**src/rtl/boot_rom_loader_if.sv**
```systemverilog
// Download/SDRAM bus bundle for boot_rom_loader.
// slave  : the loader (consumes ioctl bytes, produces SDRAM writes)
// master : the environment (ioctl source, SDRAM slot timing, write sink)
interface boot_rom_loader_if;
  logic        ioctl_download;
  logic [7:0]  ioctl_index;
  logic        ioctl_wr;
  logic [24:0] ioctl_addr;
  logic [7:0]  ioctl_dout;
  logic        ioctl_wait;
  logic        clkref;
  logic        sdram_we;
  logic [22:0] sdram_addr;
  logic        sdram_bank;
  logic [7:0]  sdram_din;

  modport slave (
    input  ioctl_download, ioctl_index, ioctl_wr, ioctl_addr, ioctl_dout, clkref,
    output ioctl_wait, sdram_we, sdram_addr, sdram_bank, sdram_din
  );

  modport master (
    output ioctl_download, ioctl_index, ioctl_wr, ioctl_addr, ioctl_dout, clkref,
    input  ioctl_wait, sdram_we, sdram_addr, sdram_bank, sdram_din
  );
endinterface

```
**src/rtl/boot_rom_loader.sv**
```systemverilog
// Boot ROM loader: maps the ioctl index-0 byte stream onto CPC ROM bank
// addresses, buffers it in a small FIFO and issues one SDRAM write per
// clkref slot. Holds the core in reset (busy) until the last write is done.
// Ports:
//   clk_sys, reset_n : clock, async active-low reset
//   bus              : ioctl download port + SDRAM write port (slave side)
//   busy             : core reset hold
//   rom_loaded       : bank 0 segments 0..3 all written by last completed load
//   err_overflow     : sticky, a byte was dropped on a full FIFO
//   seg_seen         : 16 KB segments written during current/last load
module boot_rom_loader #(
  parameter int unsigned FIFO_DEPTH = 8,
  parameter int unsigned WAIT_LEVEL = FIFO_DEPTH - 2
) (
  input  logic              clk_sys,
  input  logic              reset_n,
  boot_rom_loader_if.slave  bus,
  output logic              busy,
  output logic              rom_loaded,
  output logic              err_overflow,
  output logic [7:0]        seg_seen
);

  localparam int unsigned AW = $clog2(FIFO_DEPTH);
  localparam int unsigned CW = AW + 1;

  typedef struct packed {
    logic        bank;
    logic [22:0] addr;
    logic [7:0]  data;
  } entry_t;

  typedef enum logic [1:0] {S_IDLE, S_LOAD, S_DRAIN, S_DONE} state_t;

  state_t         r_state, w_state_nx;
  entry_t         r_mem [FIFO_DEPTH];
  logic [AW-1:0]  r_wr_ptr, r_rd_ptr;
  logic [CW-1:0]  r_count;
  logic           r_we, r_bank, r_busy, r_rom_loaded, r_err;
  logic [22:0]    r_addr;
  logic [7:0]     r_din, r_seg_seen;

  logic [10:0]    w_seg;
  logic           w_seg_ok, w_start, w_full, w_push_req, w_push, w_pop, w_drop;
  logic [8:0]     w_hi;
  entry_t         w_entry, w_head;

  // Address mapping, computed at push time
  always_comb begin
    w_seg    = bus.ioctl_addr[24:14];
    w_seg_ok = (w_seg[10:3] == 8'd0);
    w_hi     = 9'h000;
    case (w_seg[1:0])
      2'd0:    w_hi = 9'h000;
      2'd1:    w_hi = 9'h100;
      2'd2:    w_hi = 9'h107;
      default: w_hi = 9'h1FF;
    endcase
    w_entry.bank = w_seg[2];
    w_entry.addr = {w_hi, bus.ioctl_addr[13:0]};
    w_entry.data = bus.ioctl_dout;
  end

  // FIFO control; a full FIFO still accepts a push when a pop happens too
  always_comb begin
    w_start    = (r_state == S_IDLE) && bus.ioctl_download && (bus.ioctl_index == 8'd0);
    w_full     = (r_count == CW'(FIFO_DEPTH));
    w_pop      = bus.clkref && (r_count != CW'(0));
    w_push_req = (r_state == S_LOAD) && bus.ioctl_wr && w_seg_ok;
    w_push     = w_push_req && (!w_full || w_pop);
    w_drop     = w_push_req && w_full && !w_pop;
    w_head     = r_mem[r_rd_ptr];
  end

  // FIFO storage (contents need no reset; pointers/count define validity)
  always_ff @(posedge clk_sys) begin
    if (w_push) r_mem[r_wr_ptr] <= w_entry;
  end

  // FIFO pointers and occupancy
  always_ff @(posedge clk_sys or negedge reset_n) begin
    if (!reset_n) begin
      r_wr_ptr <= '0;
      r_rd_ptr <= '0;
      r_count  <= '0;
    end else begin
      if (w_push) r_wr_ptr <= r_wr_ptr + AW'(1);
      if (w_pop)  r_rd_ptr <= r_rd_ptr + AW'(1);
      case ({w_push, w_pop})
        2'b10:   r_count <= r_count + CW'(1);
        2'b01:   r_count <= r_count - CW'(1);
        default: r_count <= r_count;
      endcase
    end
  end

  // SDRAM writer: outputs change only on clkref, one write per slot
  always_ff @(posedge clk_sys or negedge reset_n) begin
    if (!reset_n) begin
      r_we   <= 1'b0;
      r_addr <= '0;
      r_bank <= 1'b0;
      r_din  <= '0;
    end else if (bus.clkref) begin
      r_we <= w_pop;
      if (w_pop) begin
        r_addr <= w_head.addr;
        r_bank <= w_head.bank;
        r_din  <= w_head.data;
      end
    end
  end

  // FSM state register
  always_ff @(posedge clk_sys or negedge reset_n) begin
    if (!reset_n) r_state <= S_IDLE;
    else          r_state <= w_state_nx;
  end

  // FSM next state; DRAIN waits for the last slot to finish (r_we low)
  always_comb begin
    w_state_nx = r_state;
    case (r_state)
      S_IDLE:  if (w_start) w_state_nx = S_LOAD;
      S_LOAD:  if (!bus.ioctl_download) w_state_nx = S_DRAIN;
      S_DRAIN: if ((r_count == CW'(0)) && !r_we) w_state_nx = S_DONE;
      default: w_state_nx = S_IDLE;
    endcase
  end

  // Status registers
  always_ff @(posedge clk_sys or negedge reset_n) begin
    if (!reset_n) begin
      r_busy       <= 1'b0;
      r_rom_loaded <= 1'b0;
      r_err        <= 1'b0;
      r_seg_seen   <= '0;
    end else if (w_start) begin
      r_busy       <= 1'b1;
      r_rom_loaded <= 1'b0;
      r_err        <= 1'b0;
      r_seg_seen   <= '0;
    end else begin
      if (w_push_req) r_seg_seen[w_seg[2:0]] <= 1'b1;
      if (w_drop)     r_err <= 1'b1;
      if (r_state == S_DONE) begin
        r_busy       <= 1'b0;
        r_rom_loaded <= &r_seg_seen[3:0];
      end
    end
  end

  assign bus.ioctl_wait = (r_count >= CW'(WAIT_LEVEL));
  assign bus.sdram_we   = r_we;
  assign bus.sdram_addr = r_addr;
  assign bus.sdram_bank = r_bank;
  assign bus.sdram_din  = r_din;
  assign busy           = r_busy;
  assign rom_loaded     = r_rom_loaded;
  assign err_overflow   = r_err;
  assign seg_seen       = r_seg_seen;

endmodule

```
**src/flat_wrapper.sv**
```systemverilog
// flat-port wrapper written by rule: the top's interface ports become plain ports
module boot_rom_loader_flat 
#(
  parameter int unsigned FIFO_DEPTH = 8,
  parameter int unsigned WAIT_LEVEL = FIFO_DEPTH - 2
)
  (clk_sys, reset_n, busy, rom_loaded, err_overflow, seg_seen, bus_ioctl_download, bus_ioctl_index, bus_ioctl_wr, bus_ioctl_addr, bus_ioctl_dout, bus_clkref, bus_ioctl_wait, bus_sdram_we, bus_sdram_addr, bus_sdram_bank, bus_sdram_din);
  boot_rom_loader_if bus_i ();
  input  logic clk_sys;
  input  logic reset_n;
  output logic busy;
  output logic rom_loaded;
  output logic err_overflow;
  output logic [7:0] seg_seen;
  input wire logic [$bits(bus_i.ioctl_download)-1:0] bus_ioctl_download;
  input wire logic [$bits(bus_i.ioctl_index)-1:0] bus_ioctl_index;
  input wire logic [$bits(bus_i.ioctl_wr)-1:0] bus_ioctl_wr;
  input wire logic [$bits(bus_i.ioctl_addr)-1:0] bus_ioctl_addr;
  input wire logic [$bits(bus_i.ioctl_dout)-1:0] bus_ioctl_dout;
  input wire logic [$bits(bus_i.clkref)-1:0] bus_clkref;
  output wire logic [$bits(bus_i.ioctl_wait)-1:0] bus_ioctl_wait;
  output wire logic [$bits(bus_i.sdram_we)-1:0] bus_sdram_we;
  output wire logic [$bits(bus_i.sdram_addr)-1:0] bus_sdram_addr;
  output wire logic [$bits(bus_i.sdram_bank)-1:0] bus_sdram_bank;
  output wire logic [$bits(bus_i.sdram_din)-1:0] bus_sdram_din;
  assign bus_i.ioctl_download = bus_ioctl_download;
  assign bus_i.ioctl_index = bus_ioctl_index;
  assign bus_i.ioctl_wr = bus_ioctl_wr;
  assign bus_i.ioctl_addr = bus_ioctl_addr;
  assign bus_i.ioctl_dout = bus_ioctl_dout;
  assign bus_i.clkref = bus_clkref;
  assign bus_ioctl_wait = bus_i.ioctl_wait;
  assign bus_sdram_we = bus_i.sdram_we;
  assign bus_sdram_addr = bus_i.sdram_addr;
  assign bus_sdram_bank = bus_i.sdram_bank;
  assign bus_sdram_din = bus_i.sdram_din;
  boot_rom_loader #(.FIFO_DEPTH(FIFO_DEPTH), .WAIT_LEVEL(WAIT_LEVEL)) u_core (.clk_sys(clk_sys), .reset_n(reset_n), .bus(bus_i), .busy(busy), .rom_loaded(rom_loaded), .err_overflow(err_overflow), .seg_seen(seg_seen));
endmodule
```
**config.mk**
```make
export PLATFORM = sky130hd
export DESIGN_NAME = boot_rom_loader_flat
export DESIGN_NICKNAME = d
export VERILOG_FILES = /design/src/rtl/boot_rom_loader_if.sv /design/src/rtl/boot_rom_loader.sv /design/src/flat_wrapper.sv
export SDC_FILE = /design/constraint.sdc
export NUM_CORES = 1
export LEC_CHECK = 0
export ABC_AREA = 0
export CAP_MARGIN = 25
export CORE_MARGIN = 2
export CORE_UTILIZATION = 35
export CTS_CLUSTER_SIZE = 14
export DETAILED_ROUTE_END_ITERATION = 7
export HOLD_SLACK_MARGIN = 0.03
export PLACE_DENSITY = 0.61
export SLEW_MARGIN = 20
export SYNTH_ARGS = -nofsm -noshare
export SYNTH_HDL_FRONTEND = slang
export SYNTH_SLANG_ARGS = --single-unit
export TNS_END_PERCENT = 50
```
**constraint.sdc**
```tcl
create_clock -name clk_sys -period 4.9 [get_ports clk_sys]
set_input_delay 0.98 -clock clk_sys [delete_from_list [all_inputs] [get_ports clk_sys]]
set_output_delay 0.98 -clock clk_sys [all_outputs]
set_load 0.02 [all_outputs]
```
==> Yosys cells after proc, flatten, opt, wreduce, memory -nomap -nowiden <==
Memories as Yosys holds them, arrays and structs flattened. A register that Yosys moved wholly into a read port is not among the register bits.
Index checks and enable logic that the tools add are counted.
{ "op_classes": {"n_eq_ne": 11, "bitwise": 1, "n_reduce_logical": 28, "muxes": 18, "addsub": 4, "order_cmp": 3} }
{ "op_table": {"columns": ["op", "count"], "rows": [
  ["9-bit one-hot mux with 3 select lines", 1],
  ["8-bit logical NOT", 2],
  ["8-bit 2-to-1 mux", 2],
  ["1-bit logical AND", 10],
  ["1-bit 2-to-1 mux", 9],
  ["2-bit == test (second input constant)", 4],
  ["8-bit bitwise OR", 1],
  ["4-bit one-hot mux with 2 select lines", 1],
  ["2-bit nonzero test", 4],
  ["3-bit by 1-bit adder with 3-bit output (second input constant)", 2],
  ["2-bit by 1-bit == test with 1-bit output (second input constant)", 3],
  ["2-bit 2-to-1 mux", 3],
  ["2-bit one-hot mux with 3 select lines", 1],
  ["4-bit by 1-bit adder with 4-bit output (second input constant)", 1],
  ["4-bit == test (second input constant)", 1],
  ["4-bit by 3-bit >= comparator with 1-bit output (second input constant)", 1],
  ["1-bit logical NOT", 4],
  ["2-bit logical NOT", 2],
  ["4-bit logical NOT", 1],
  ["3-bit by 4-bit less-than comparator with 1-bit output (second input constant)", 1],
  ["2-bit by 1-bit != test with 1-bit output (second input constant)", 2],
  ["4-bit AND reduction", 1],
  ["4-bit nonzero test", 1],
  ["4-bit by 1-bit subtractor with 4-bit output (second input constant)", 1],
  ["6 further kinds", 6]
]} }
{ "word_totals": {"n_memories": 1, "output_inout_bits": 45, "reg_bits": 24, "mem_bits_rw": 256, "elab_cells": 75} }
{ "memory_table": {"columns": ["name", "words", "width", "read_ports", "rd_ports_with_merged_regs", "wr", "line", "rtl"], "rows": [
  ["u_core.r_mem", 8, 32, 1, 1, 1, "boot_rom_loader.sv:36", "entry_t r_mem [FIFO_DEPTH];"]
]} }

==> Depth between registers and ports, before layout <==
{ "depth": {"depth_word": 7, "depth_mapped": 10} }

==> Worst setup path before layout <==
Ideal clock, no wire load.
{ "synth_timing": {"kind": "in2reg", "start": "input bus_ioctl_addr[18]", "end": "memory u_core.r_mem[0][0] (netlist bit) (enable)", "n_path_buf": 0, "stages": 4, "setup_slack_ns": 0.649, "setup_time_ns": 0.442, "t_required_ns": 4.458, "arrival_ns": 3.810, "path_cell_list": "nor4b_1 > nand4b_1 > or3_1 > nor3_1"} }
{ "synth_between": {"elab_chain_cells": 5} }
{ "synth_rtl": {"columns": ["element", "line", "rtl"], "rows": [
  ["from (decl)", "flat_wrapper.sv:18", "input wire logic [$bits(bus_i.ioctl_addr)-1:0] bus_ioctl_addr;"],
  ["8-bit logical NOT", "boot_rom_loader.sv:51", "w_seg_ok = (w_seg[10:3] == 8'd0);"],
  ["1-bit logical AND", "boot_rom_loader.sv:69", "w_push_req = (r_state == S_LOAD) && bus.ioctl_wr && w_seg_ok;"],
  ["1-bit logical AND", "boot_rom_loader.sv:70", "w_push = w_push_req && (!w_full || w_pop);"],
  ["1-bit 2-to-1 mux", "boot_rom_loader.sv:77", "if (w_push) r_mem[r_wr_ptr] <= w_entry;"],
  ["1-bit 2-to-1 mux (not written as such)", "boot_rom_loader.sv:77", null],
  ["to (decl)", "boot_rom_loader.sv:36", null]
]} }
No other way between the ends.

==> Final worst setup path <==
{ "layout_timing": {"start": "input bus_ioctl_addr[19]", "end": "memory u_core.r_mem[1][20] (netlist bit) (enable)"} }
Same word-level chain as after synthesis.

==> impl_results.md <==
- R2r worst-path depth: 8
- Worst EP arrival: 3510 ps
- Worst endpoint required time: 5050 ps
- Max cap viols: 0
- Reg2Reg Setup Slack: 2060 ps
- Tmin final: 3360 ps
- WL/cell: 18.9 um
- Clk buf depth: 3
- Mapped Cells: 521
- Area Overhead vs Synth: 21.9%
- Met1 WL: 8.43 mm
- Final setup violation count: 0
- Die Area: 30000 sq um
- VDD IR max: 0.242 mV
- Die width: 173 um
- Diode count: 0
- Starting density of the core: 0.357
- Max Freq: 0.298 GHz
- Count of flip-flops with a built-in enable after synthesis: 208
- Final Hold Fails: 0
- Row count: 61
- Mapped Area: 10000 sq um
- Hold EP: u_core.busy$_DFFE_PN0P_
- Synth Area in Simple Gates: 0.0411
- GRT Residual Overflow: 0
- Placed cell areas: 11300 sq um
- Synth area leader: edfxtp_1
- Main synth FF type: edfxtp_1
- Library cells used by synthesis: 46
- RSZ-0062 raised after global routing: no
- Max Used Layer: met4
- Setup Skew: 21.8 ps
- I/O Pins: 91
- Post-layout net count: 672
- Gpl congestion: 0.797
- Via-to-Cell Ratio: 4.90
- HP Start: u_core.busy$_DFFE_PN0P_
- CTS Buf Count: 27
- Sequential fraction of the synthesis area: 0.749
- Die H: 173 um
- Number of synthesized register bits: 258
- Core area: 28000 sq um
- Startpoint types: input pin
- DRT antenna net count: 0
- Setup TNS Final: 0 ps
- Sink Count: 258
- Finished Cell Area: 12200 sq um
- Initial antenna violation count: 0
- CTS Hold Bufs: 0
- Total track usage: 0.130
- Compound-Gate Fraction of Synth Area: 0.0271
- Critical path class: in2reg
- Initial DRC Count: 323
- Htree depth: 1
- Net Count, Synth: 575
- PD cells: 516 nW/um^2
- WL met2: 9.40 mm
- Post-synthesis adder-cell area fraction: 0.0100
- Syn_area_per_cell: 19.2 sq um
- Pleak: 4.17 nW
- Share of layout cells above drive strength 1: 0.196
- First-pass GRT wire length: 30.9 mm
- Fillers: 2449
- End of the worst register-to-register path: u_core.r_count[2]$_DFFE_PN0P_
- Met3 wire length: 1.13 mm
- Detail Placement HPWL: 11.7 mm
- Number of global-route vias before repair: 5461
- Clock Root Buffer: clkbuf_16
- Synth area leaders: edfxtp_1 (62%), dfrtp_1 (12%), mux4_2 (12%)
- Ys async rst share: 0.194
- Warnings from Yosys: 0
- I/O Buffers: 90
- Setup Fix Bufs, Post-CTS: 0
- DRC Markers: 0
- Outcome: completed
- Crit end category: flip-flop
- Post_cts resized: 0
- Via count: 4988
- Min-delay worst type: reg2reg
- Worst-path fanout max: 26
- Clk_lat worst skew: 540 ps
- Post-synth top area share: 0.624
- Slew Limit Fails: 0
- Largest family of logic cells by synthesized area: multiplexers
- CTS tree: done
- Final WL: 19.3 mm
- Slew @ Worst Pin: 938 ps
- Max-slew headroom: 0.375
- Hold path depth: 1
- Clk pin slew, worst setup/hold paths: 60 ps
- Worst r2r src: u_core.r_count[1]$_DFFE_PN0P_
- XOR/XNOR share of the synthesized area: 0.00612
- Final Cycle Share: 0.686
- Largest net degree at the start of global routing: 60
- Drt pass-1 iters: 4
- Multiplexer area fraction after synthesis: 0.147
[stage by stage]
stage	setup WS (ps)	total power [mW]	utilization	std cells	hold WS [ps]
2_1_floorplan	649	3.88	-	521	459
3_3_place_gp	1080	4.40	0.405	967	463
3_5_place_dp	933	4.44	0.405	967	473
4_1_cts	1500	6.41	0.436	1017	486
5_1_grt	1350	6.62	0.436	1017	492
6_report	1540	6.30	0.436	1017	481
[layout by cell type (no fill, tap or decap), drive strengths merged, types with 2 or more instances in the layout]
| master | n |
|---|---|
| nor4b | 2 |
| mux2i | 26 |
| and3 | 2 |
| a31oi | 5 |
| nand4 | 2 |
| ha | 8 |
| dfrtp | 50 |
| a21oi | 9 |
| xor2 | 2 |
| mux4 | 52 |
| clkbuf | 31 |
| nor2b | 2 |
| nor3 | 5 |
| nand3 | 2 |
| or4 | 2 |
| bufinv | 2 |
| buf | 10 |
| a21o | 2 |
| nand2 | 33 |
| xnor2 | 5 |
| inv | 7 |
| mux2 | 4 |
| nor4 | 3 |
| nor2 | 22 |
| clkinv | 14 |
| nand2b | 2 |
| clkdlybuf4s50 | 89 |
| o21ai | 28 |
| clkinvlp | 2 |
| edfxtp | 208 |
[routing by layer]
metal	GRT usage	up-vias
met4	0.0311	0
met1	0.175	2573
li1	-	2259
met5	0	-
met3	0.0277	21
met2	0.216	135
[critical path, cell delays in order]
cell             delay (ps)
clkdlybuf4s50_1         410
nor4_1                  410
nand4b_1                330
or3_1                   610
nor2_4                  740
[worst max path at each step]
| stage | startpoint | endpoint | cells after the start |
|---|---|---|---|
| floorplan | bus_ioctl_addr[18] | u_core.r_mem[0][0]$_DFFE_PP_ | 4 |
| global placement | bus_ioctl_addr[18] | u_core.r_mem[2][5]$_DFFE_PP_ | 5 |
| detailed placement | bus_ioctl_addr[19] | u_core.r_mem[2][4]$_DFFE_PP_ | 5 |
| CTS | bus_ioctl_addr[19] | u_core.r_mem[2][20]$_DFFE_PP_ | 5 |
| global route | bus_ioctl_addr[19] | u_core.r_mem[2][20]$_DFFE_PP_ | 5 |
| finish | bus_ioctl_addr[19] | u_core.r_mem[1][20]$_DFFE_PP_ | 5 |
[where the power goes]
group / internal, mW / switching, mW / leakage [nW]
sequential: 2.52 / 0.287 / 2.50
combinational: 0.855 / 0.682 / 1.26
clock: 1.13 / 0.826 / 0.419
[cell usage after synthesis (2+ instances only)]
library cell / count
buf_6: 2
mux4_2: 52
buf_2: 10
nand4_1: 2
a31oi_1: 4
nor2_1: 21
a21oi_1: 8
clkbuf_1: 10
mux2_2: 3
buf_4: 7
nor4_1: 3
a21o_1: 2
nand2_1: 31
nand3_1: 2
and3_1: 2
edfxtp_1: 208
nor2b_1: 2
mux2i_1: 26
inv_1: 6
dfrtp_1: 50
xor2_1: 2
xnor2_1: 5
ha_1: 8
o21ai_0: 27
buf_1: 2
nor3_1: 5
nand2b_1: 2
[cell type report]
| cell class | instances | area (sq um) | share of cell area |
|---|---|---|---|
| flip-flops and latches | 258 | 7500 | 0.615 |
| multi-input cells | 226 | 2380 | 0.195 |
| repair buffers | 99 | 963 | 0.0790 |
| clock buffers | 31 | 691 | 0.0566 |
| well taps | 378 | 473 | 0.0388 |
| clock inverters | 19 | 170 | 0.0139 |
| inverters | 6 | 22.5 | 0.00185 |
[cell families (layout without fill, tap and decap cells)]
family / Yosys count / in the layout
adders and majority gates: 8 / 8
xor gates and xnor gates: 7 / 7
muxes: 82 / 82
buffers and inverters: 37 / 155
and+or+nand+nor: 82 / 82
AOI/OAI and AO/OA: 47 / 47
DFF: 258 / 258
[state kept, by name, summed over array words and instances (netlist names)]
| name | count |
|---|---|
| u_core.err_overflow | 1 |
| u_core.r_mem | 208 |
| u_core.r_state | 2 |
| u_core.busy | 1 |
| u_core.rom_loaded | 1 |
| u_core.r_count | 4 |
| u_core.r_rd_ptr | 3 |
| u_core.bus.sdram_addr | 17 |
| u_core.r_wr_ptr | 3 |
| u_core.bus.sdram_we | 1 |
| u_core.bus.sdram_din | 8 |
| u_core.seg_seen | 8 |
| u_core.bus.sdram_bank | 1 |
Note: power is estimated with default switching activity, not from simulation.
